### config.mk
export PLATFORM = sky130hd
export DESIGN_NAME = slot_dac_serializer
export DESIGN_NICKNAME = d
export VERILOG_FILES = /design/src/rtl/slot_dac_serializer_pkg.sv /design/src/rtl/slot_bclk_divider.sv /design/src/rtl/slot_dac_serializer.sv
export SDC_FILE = /design/constraint.sdc
export NUM_CORES = 1
export LEC_CHECK = 0
export CAP_MARGIN = 10
export CORE_AREA = 2 2 114 116
export CTS_CLUSTER_DIAMETER = 60
export DETAILED_ROUTE_END_ITERATION = 16
export DIE_AREA = 0 0 116 118
export GPL_ROUTABILITY_DRIVEN = 0
export GPL_TIMING_DRIVEN = 0
export PLACE_DENSITY = 0.6
export SYNTH_ARGS = -nofsm -noshare
export SYNTH_HDL_FRONTEND = slang
export SYNTH_HIERARCHICAL = 1
export SYNTH_SLANG_ARGS = --single-unit
### constraint.sdc
create_clock -name clk -period 5 [get_ports clk]
set_clock_uncertainty 0.15 [all_clocks]
set_input_delay 1.25 -clock clk [delete_from_list [all_inputs] [get_ports clk]]
set_output_delay 1.25 -clock clk [all_outputs]
set_load 0.01 [all_outputs]
### src/rtl/slot_dac_serializer_pkg.sv
// Shared definitions for the slot DAC serializer: fetch FSM encoding,
// I2S frame geometry and the FIFO occupancy width.
package slot_dac_serializer_pkg;

    localparam int BITS_PER_CHANNEL = 32;
    localparam int SAMPLE_BITS      = 24;
    localparam int BYTES_PER_FRAME  = 6;
    localparam int FIFO_COUNT_W     = 11;

    localparam int FRAME_BITS = 2 * BITS_PER_CHANNEL;
    localparam int STAGE_BITS = 2 * SAMPLE_BITS;
    localparam int PAD_BITS   = BITS_PER_CHANNEL - SAMPLE_BITS;

    typedef enum logic [1:0] {
        IDLE,
        CHECK,
        FETCH,
        HOLD
    } fetch_state_t;

    // Staged {L, R} samples laid out as one frame: each sample MSB first,
    // followed by its trailing zero pad.
    function automatic logic [FRAME_BITS-1:0] frame_word(input logic [STAGE_BITS-1:0] s);
        return {s[STAGE_BITS-1:SAMPLE_BITS], {PAD_BITS{1'b0}},
                s[SAMPLE_BITS-1:0], {PAD_BITS{1'b0}}};
    endfunction

endpackage

### src/rtl/slot_bclk_divider.sv
// Bit-clock generator: toggles bclk every CLK_DIV clk cycles while run is high
// and reports the edge it is about to make as one-clk rise/fall strobes.
module slot_bclk_divider #(
    parameter int CLK_DIV = 4
) (
    input  logic clk,
    input  logic reset,
    input  logic run,
    output logic bclk,
    output logic rise,
    output logic fall
);

    logic [7:0] cnt;
    logic       tick;

    // Strobes are high in the clk whose rising edge flips bclk.
    assign tick = run && (cnt == 8'(CLK_DIV - 1));
    assign rise = tick && !bclk;
    assign fall = tick && bclk;

    always_ff @(posedge clk or posedge reset) begin
        if (reset) begin
            cnt  <= '0;
            bclk <= 1'b0;
        end else if (!run) begin
            cnt  <= '0;
            bclk <= 1'b0;
        end else if (tick) begin
            cnt  <= '0;
            bclk <= ~bclk;
        end else begin
            cnt <= cnt + 8'd1;
        end
    end

endmodule

### src/rtl/slot_dac_serializer.sv
// I2S DAC serializer: fetches 6 bytes per frame from a tracking FIFO into a
// staging buffer while the previous frame shifts out, zero-filling on underrun.
module slot_dac_serializer
    import slot_dac_serializer_pkg::*;
#(
    parameter int CLK_DIV   = 4,
    parameter int MIN_BYTES = 6
) (
    input  logic                    clk,
    input  logic                    reset,
    input  logic                    enable,
    input  logic [7:0]              fifo_data,
    input  logic [FIFO_COUNT_W-1:0] fifo_count,
    output logic                    fifo_read,
    output logic                    dac_bclk,
    output logic                    dac_lrck,
    output logic                    dac_sdata,
    output logic                    underrun,
    input  logic                    underrun_clr
);

    fetch_state_t          state;
    fetch_state_t          state_next;
    logic [2:0]            fetch_cnt;
    logic [STAGE_BITS-1:0] staging;
    logic [FRAME_BITS-1:0] shift_reg;
    logic [5:0]            bit_cnt;
    logic                  run;
    logic                  bclk_rise;
    logic                  bclk_fall;
    logic                  boundary;
    logic                  launch;
    logic                  zero_fill;
    logic                  capture;

    slot_bclk_divider #(
        .CLK_DIV(CLK_DIV)
    ) u_bclk_divider (
        .clk  (clk),
        .reset(reset),
        .run  (run),
        .bclk (dac_bclk),
        .rise (bclk_rise),
        .fall (bclk_fall)
    );

    // bit_cnt counts bclk rises in the frame and wraps to 0 on the 64th,
    // so the falling edge that follows closes the frame.
    assign boundary = run && bclk_fall && (bit_cnt == 6'd0);
    assign launch   = (state == HOLD) && enable && (!run || boundary);

    always_ff @(posedge clk or posedge reset) begin
        if (reset) state <= IDLE;
        else       state <= state_next;
    end

    always_comb begin
        state_next = state;
        fifo_read  = 1'b0;
        zero_fill  = 1'b0;
        capture    = 1'b0;
        unique case (state)
            IDLE: begin
                if (enable) state_next = CHECK;
            end
            CHECK: begin
                if (fifo_count >= FIFO_COUNT_W'(MIN_BYTES)) begin
                    state_next = FETCH;
                end else begin
                    zero_fill  = 1'b1;
                    state_next = HOLD;
                end
            end
            FETCH: begin
                // Six read strobes, each byte captured the clk after its strobe.
                fifo_read = (fetch_cnt < 3'(BYTES_PER_FRAME));
                capture   = (fetch_cnt != 3'd0);
                if (fetch_cnt == 3'(BYTES_PER_FRAME)) state_next = HOLD;
            end
            HOLD: begin
                if (!run || boundary) state_next = enable ? CHECK : IDLE;
            end
            default: state_next = IDLE;
        endcase
    end

    always_ff @(posedge clk or posedge reset) begin
        if (reset) begin
            fetch_cnt <= '0;
            staging   <= '0;
            underrun  <= 1'b0;
        end else begin
            fetch_cnt <= (state == FETCH) ? fetch_cnt + 3'd1 : 3'd0;
            if (zero_fill)    staging <= '0;
            else if (capture) staging <= {staging[STAGE_BITS-9:0], fifo_data};
            if (zero_fill)         underrun <= 1'b1;
            else if (underrun_clr) underrun <= 1'b0;
        end
    end

    always_ff @(posedge clk or posedge reset) begin
        if (reset) begin
            run       <= 1'b0;
            bit_cnt   <= '0;
            shift_reg <= '0;
            dac_lrck  <= 1'b0;
            dac_sdata <= 1'b0;
        end else if (launch) begin
            run       <= 1'b1;
            bit_cnt   <= '0;
            shift_reg <= frame_word(staging);
            dac_lrck  <= 1'b0;
            dac_sdata <= 1'b0;
        end else if (boundary) begin
            // Nothing staged in time (or enable dropped): send silence or stop.
            run       <= enable;
            bit_cnt   <= '0;
            shift_reg <= '0;
            dac_lrck  <= 1'b0;
            dac_sdata <= 1'b0;
        end else begin
            if (bclk_rise) bit_cnt <= bit_cnt + 6'd1;
            if (bclk_fall) begin
                // Slot k carries frame bit k-1: the one-bclk I2S delay.
                dac_lrck  <= bit_cnt[5];
                dac_sdata <= shift_reg[FRAME_BITS-1];
                shift_reg <= {shift_reg[FRAME_BITS-2:0], 1'b0};
            end
        end
    end

endmodule

After elaboration in Yosys (flattened, before gate mapping)
Index checks and enable logic that the tools add are counted.
{"block": "classes", "n_eq_ne": 9, "bitwise_logic": 1, "add_sub_neg": 3, "n_reduce_logical": 19, "order_cmp": 2, "n_mux": 33}
{"operator": "64-bit 2-to-1 mux", "n": 3}
{"operator": "48-bit 2-to-1 mux", "n": 2}
{"operator": "1-bit 2-to-1 mux", "n": 18}
{"operator": "6-bit 2-to-1 mux", "n": 3}
{"operator": "8-bit 2-to-1 mux", "n": 2}
{"operator": "11-bit by 3-bit >= comparator with 1-bit output, second input constant", "n": 1}
{"operator": "3-bit nonzero test", "n": 3}
{"operator": "8-bit by 1-bit adder with 8-bit output, second input constant", "n": 1}
{"operator": "8-bit by 2-bit == test with 1-bit output, second input constant", "n": 1}
{"operator": "2-bit case mux with 4 select lines", "n": 1}
{"operator": "1-bit logical AND", "n": 7}
{"operator": "6-bit by 1-bit adder with 6-bit output, second input constant", "n": 1}
{"operator": "6-bit zero test", "n": 1}
{"operator": "2-bit 2-to-1 mux", "n": 3}
{"operator": "2-bit nonzero test", "n": 3}
{"operator": "2-bit == test, second input constant", "n": 2}
{"operator": "2-bit by 1-bit inequality test with 1-bit output, second input constant", "n": 2}
{"operator": "2-bit inequality test, second input constant", "n": 2}
{"operator": "3-bit by 1-bit adder with 3-bit output, second input constant", "n": 1}
{"operator": "3-bit == test, second input constant", "n": 1}
{"operator": "3-bit < comparator, second input constant", "n": 1}
{"operator": "3-bit 2-to-1 mux", "n": 1}
{"operator": "3-bit AND reduction", "n": 1}
{"operator": "2-bit by 1-bit == test with 1-bit output, second input constant", "n": 1}
{"operator": "other kinds (4)", "n": 5}
{"block": "totals", "regBits": 136, "out_inout_bits": 5, "inputBits": 23, "wordCells": 78}

Logic depth before layout (Yosys ltp)
{"block": "logic_depth", "ltp_word": 8, "depth_mapped": 8, "depth_no_buf": 7}

Hierarchy
The synthesis kept the hierarchy.
{"mod": "slot_dac_serializer", "seq_area_each_um2": 2977.9, "area_per_inst_um2": 5086.1, "cells_per_inst": 468, "n_inst": 1}
{"mod": "slot_bclk_divider", "seq_area_each_um2": 225.2, "area_per_inst_um2": 441.7, "cells_per_inst": 46, "n_inst": 1}

Worst setup path after synthesis
Ideal clock, no wire load.
{"block": "synth_path", "kind": "flip-flop to flip-flop", "from": "reg u_bclk_divider.cnt[0]", "to": "reg shift_reg[8]", "setup_time_ns": 0.125, "stages_incl_launch_ff": 8, "path_slack_ns": 2.115, "t_arrival_ns": 2.610, "n_path_buf": 1, "t_required_ns": 4.725, "period_less_slack_ns": 2.885, "path_cell_list": "dfrtp_1 ha_1 or4b_4 nor4_1 nand3_1 a21oi_1 buf_2 mux2_2"}
{"block": "synth_via", "elab_chain_len": 8, "elab_cells_between_ends": 10, "classes_between": "eq/ne: 1; mux: 2; reduce/logical: 7"}
{"element": "from (decl)", "line_no": "slot_bclk_divider.sv:14", "source": "logic [7:0] cnt;"}
{"element": "from (signal assigned)", "line_no": "slot_bclk_divider.sv:33", "source": "cnt <= cnt + 8'd1;"}
{"element": "8-bit by 2-bit == test with 1-bit output *", "line_no": "slot_bclk_divider.sv:18", "source": "assign tick = run && (cnt == 8'(CLK_DIV - 1));"}
{"element": "1-bit logical AND *", "line_no": "slot_bclk_divider.sv:18"}
{"element": "1-bit logical AND *", "line_no": "slot_bclk_divider.sv:20", "source": "assign fall = tick && bclk;"}
{"element": "named net bclk_fall", "line_no": "slot_dac_serializer.sv:30", "source": "logic bclk_fall;"}
{"element": "1-bit logical AND (2 in a row)", "line_no": "slot_dac_serializer.sv:49", "source": "assign boundary = run && bclk_fall && (bit_cnt == 6'd0);"}
{"element": "1-bit logical OR", "line_no": "slot_dac_serializer.sv:50", "source": "assign launch = (state == HOLD) && enable && (!run || boundary);"}
{"element": "1-bit logical AND", "line_no": "slot_dac_serializer.sv:50"}
{"element": "3-bit nonzero test (no line) or 64-bit 2-to-1 mux (tied branches)"}
{"element": "to (signal assigned)", "line_no": "slot_dac_serializer.sv:111", "source": "shift_reg <= frame_word(staging);"}
{"element": "to (signal assigned)", "line_no": "slot_dac_serializer.sv:127", "source": "shift_reg <= {shift_reg[FRAME_BITS-2:0], 1'b0};"}
{"element": "to (decl)", "line_no": "slot_dac_serializer.sv:26", "source": "logic [FRAME_BITS-1:0] shift_reg;"}
Mark *: on every way through the listed nets, which the timed path passes. The rest lies on a longest branch.
A chain may end at the register's enable or synchronous reset.

Final worst setup path
{"block": "layout_path", "from": "reg u_bclk_divider.cnt[0]", "to": "reg shift_reg[9]"}
The elaborated chain is that of the path after synthesis.

==> metrics.log <==
[metrics] outcome: finished clean
[metrics] max-cap viol count: 0
[metrics] detailed-route DRC error count: 0
[metrics] number of flip-flops under the largest register name: 56
[metrics] category of the critical setup timing path: reg -> reg
[metrics] startpoint kind of the worst setup timing path: register
[metrics] post-route setup TNS: 0 ns
[metrics] net count of the mapped netlist: around 550
[metrics] top library cells by usage in the layout, fill and taps aside: sky130_fd_sc_hd__dfrtp_1 (128), sky130_fd_sc_hd__nand2_1 (101), sky130_fd_sc_hd__a21oi_1 (53), sky130_fd_sc_hd__a221o_1 (47), sky130_fd_sc_hd__and2_1 (46)
[metrics] required arrival time at the worst endpoint: ~5 ns
[metrics] initial antenna violation count: 0
[metrics] internal reg-to-reg setup slack: about 1.5 ns
[metrics] relative area change from synthesis to final layout: 19.24%
[metrics] count of cell types in the netlist: 38
[metrics] layout cell share with drive strength beyond 1: 8.028%
[metrics] I/O pin count: 28
[metrics] clock root buffer: sky130_fd_sc_hd__clkbuf_16
[metrics] clk slew on worst S/H paths: roughly 0.06 ns
[metrics] dpl hpwl: 8.169 mm
[metrics] CTS H-Tree Depth: 4
[metrics] worst setup timing slack at the placement stage: 1.426 ns
[metrics] RSZ-0062 raised after global routing: no
[metrics] buffers from clock root to sink, at most: 2
[metrics] Worst Setup Slack, final: 1.468 ns
[metrics] 1st-pass router iterations: 5
[metrics] total power divided by cell area: a little over 600 nW/um^2
[metrics] average cell area after synthesis: around 11 sq um
[metrics] Arr. time, crit path: approximately 3.7 ns
[metrics] Leakage Power: 0.002957 uW
[metrics] netlist area before placement: 5528 sq um
[metrics] Setup Fix Bufs, Post-CTS: 0
[metrics] placement row count: around 40
[metrics] area of the core: 12410 sq um
[metrics] wire length of the first global-routing pass: between 20 and 25 mm
[metrics] Tcrit/Tclk final: about 70%
[metrics] Fin. Hold Viols: 0
[metrics] maximum clock frequency: 0.2831 GHz
[metrics] starting utilization of the core area: around 45%
[metrics] clock latency at the later pin of the worst-skew pair: ~0.41 ns
[metrics] transition time at the pin with the least slew margin: between 0.9 and 1 ns
[metrics] crit-path max FO: 10
[metrics] sequential cell area fraction in the yosys report: approximately 58%
[metrics] number of nets in the layout: 595
[metrics] sum of routed wire length over all layers: 12.01 mm
[metrics] routed via count: a little under 4000
[metrics] number of instances in the synthesized netlist: 514
[metrics] Die Span Y: 118 um
[metrics] number of buffers added on ports: 26
[metrics] count of synthesis-stage warnings from yosys: 6
[metrics] final cell area excluding filler cells: roughly 6600 sq um
[metrics] clock buffers created by TritonCTS: 17
[metrics] number of sinks on the clock net: 128
[metrics] Setup-failing EPs final: 0
[metrics] Max-Slew Margin vs Limit: between 30% and 40%
[metrics] TritonCTS clock tree: yes
[metrics] GRT Resource Usage Total: 19.10%
[metrics] number of global-route vias before repair: about 4000
[metrics] synthesized flop and latch total: roughly 130
[metrics] area share of the leading cell type in the synthesized netlist: 57.94%
[metrics] Final Max Tran Viols: 0
[metrics] post-CTS resize count: 0
[metrics] antenna diode count: 0
[metrics] clock period minus worst slack: ~3.5 ns
[metrics] maximum ir drop on the vdd rail: around 0.28 mV
[metrics] initial drt markers: approximately 290
[metrics] Die Footprint: 13690 sq um
[metrics] placed cell area: just over 6000 sq um
[metrics] class of the tightest hold or removal check: reg -> reg
[metrics] wire length per cell: ~16 um
[metrics] pin count of the biggest net entering global routing: slightly below 70
[metrics] worst hold slack: 0.3314 ns
[metrics] top area cells in the synthesized netlist: sky130_fd_sc_hd__dfrtp_1 (58%), sky130_fd_sc_hd__a221o_1 (8.5%), sky130_fd_sc_hd__nand2_1 (6.9%)
[metrics] endpoint kind of the worst setup timing path: register
[metrics] total power: roughly 4100 uW
[metrics] remaining global-route overflow: 0
[metrics] library cell occupying the most area in the post-synthesis netlist: sky130_fd_sc_hd__dfrtp_1
[metrics] horizontal extent of the die: roughly 120 um
[metrics] detail-routed via count per cell: ~5.3
[metrics] commonest non-fill, non-tap cell in the layout: sky130_fd_sc_hd__dfrtp_1
[metrics] Detail Route Antenna Nets: 0
[metrics] count of hold-fix buffers inserted at cts: 0
[worst max-delay path: stages (launching register included)]
cell and delay [ns]:
sky130_fd_sc_hd__dfrtp_1 0.41, sky130_fd_sc_hd__ha_1 0.20, sky130_fd_sc_hd__or4b_4 0.50, sky130_fd_sc_hd__nor4_1 0.78
sky130_fd_sc_hd__o21ba_2 0.27, sky130_fd_sc_hd__clkbuf_1 0.25, sky130_fd_sc_hd__clkbuf_1 0.34, sky130_fd_sc_hd__and2_0 0.24
sky130_fd_sc_hd__a221o_1 0.27
[cells by family (layout without fill, tap and decap cells)]
group                      Yosys count  after routing  share of synthesized area (%)
AOI/OAI and AO/OA                  125            125                          17.09
xor gates and xnor gates             9              9                          1.426
adders and majority gates           12             12                          2.716
buffers and inverters               47            106                          3.599
DFF                                128            128                          57.94
muxes                                6              6                          1.132
and+or+nand+nor                    187            187                          16.09
[report_power, final]
group / switching (uW) / internal [uW]
clock network: 440 / 726
logic: 514 / 547
registers: 349 / 1490
[worst paths after layout]
path                                        from               endpoint  cells past startpoint
max                        u_bclk_divider/cnt[0]           shift_reg[9]                      8
min                                 fetch_cnt[0]           fetch_cnt[0]                      1
max reg2reg                u_bclk_divider/cnt[0]           shift_reg[9]                      8
min reg2reg                         fetch_cnt[0]           fetch_cnt[0]                      1
max in group asynchronous                  reset          shift_reg[28]                      3
min in group asynchronous                  reset  u_bclk_divider/cnt[7]                      2
[synthesized netlist by cell type]
cell / n
sky130_fd_sc_hd__nor4_1: 2
sky130_fd_sc_hd__and2_1: 46
sky130_fd_sc_hd__or4b_4: 1
sky130_fd_sc_hd__a21oi_1: 53
sky130_fd_sc_hd__nor2_1: 14
sky130_fd_sc_hd__xor2_1: 5
sky130_fd_sc_hd__or4_4: 1
sky130_fd_sc_hd__or3_1: 6
sky130_fd_sc_hd__clkbuf_1: 22
sky130_fd_sc_hd__inv_1: 14
sky130_fd_sc_hd__o211a_1: 1
sky130_fd_sc_hd__a311oi_1: 1
sky130_fd_sc_hd__a22o_1: 9
sky130_fd_sc_hd__ha_1: 12
sky130_fd_sc_hd__o21ai_1: 1
sky130_fd_sc_hd__nand2_1: 101
sky130_fd_sc_hd__a221o_1: 47
sky130_fd_sc_hd__nand2b_1: 1
sky130_fd_sc_hd__a21o_1: 1
sky130_fd_sc_hd__buf_6: 1
sky130_fd_sc_hd__nor2b_1: 3
sky130_fd_sc_hd__a2111oi_0: 1
sky130_fd_sc_hd__o21ba_2: 1
sky130_fd_sc_hd__xnor2_1: 4
sky130_fd_sc_hd__dfrtp_1: 128
sky130_fd_sc_hd__nand4_1: 3
sky130_fd_sc_hd__o21a_1: 1
sky130_fd_sc_hd__o21ai_0: 6
sky130_fd_sc_hd__a2111oi_4: 1
sky130_fd_sc_hd__a21boi_0: 2
sky130_fd_sc_hd__nor3b_1: 1
sky130_fd_sc_hd__buf_4: 2
sky130_fd_sc_hd__buf_2: 6
sky130_fd_sc_hd__and2_0: 3
sky130_fd_sc_hd__buf_1: 2
sky130_fd_sc_hd__mux2i_1: 4
sky130_fd_sc_hd__nand3_1: 5
sky130_fd_sc_hd__mux2_2: 2
[routing by layer]
metal / global-route usage (%) / routed length [um]
met1: 25.93 / 5649
met5: 0 / 0
met2: 29.71 / 5791
met3: 5.561 / 399
met4: 5.729 / 165
[per-stage QoR]
stage	utilization, %	cells
final	53.09	745
after global routing	53.09	745
after global placement	48.36	712
after floorplan	-	514
after CTS	53.09	745
after detailed placement	48.62	713
[final cells by class]
cell class,instances,area [sq um]
multi-input combinational,339,2126
tap,172,215.2
sequential,128,3203
inverter,14,57.56
clock inverter,12,118.9
clock buffer,20,436.7
timing repair buffer,27,287.8
buffer,33,146.4
fill,1150,5823
(Power assumes the default switching activity.)
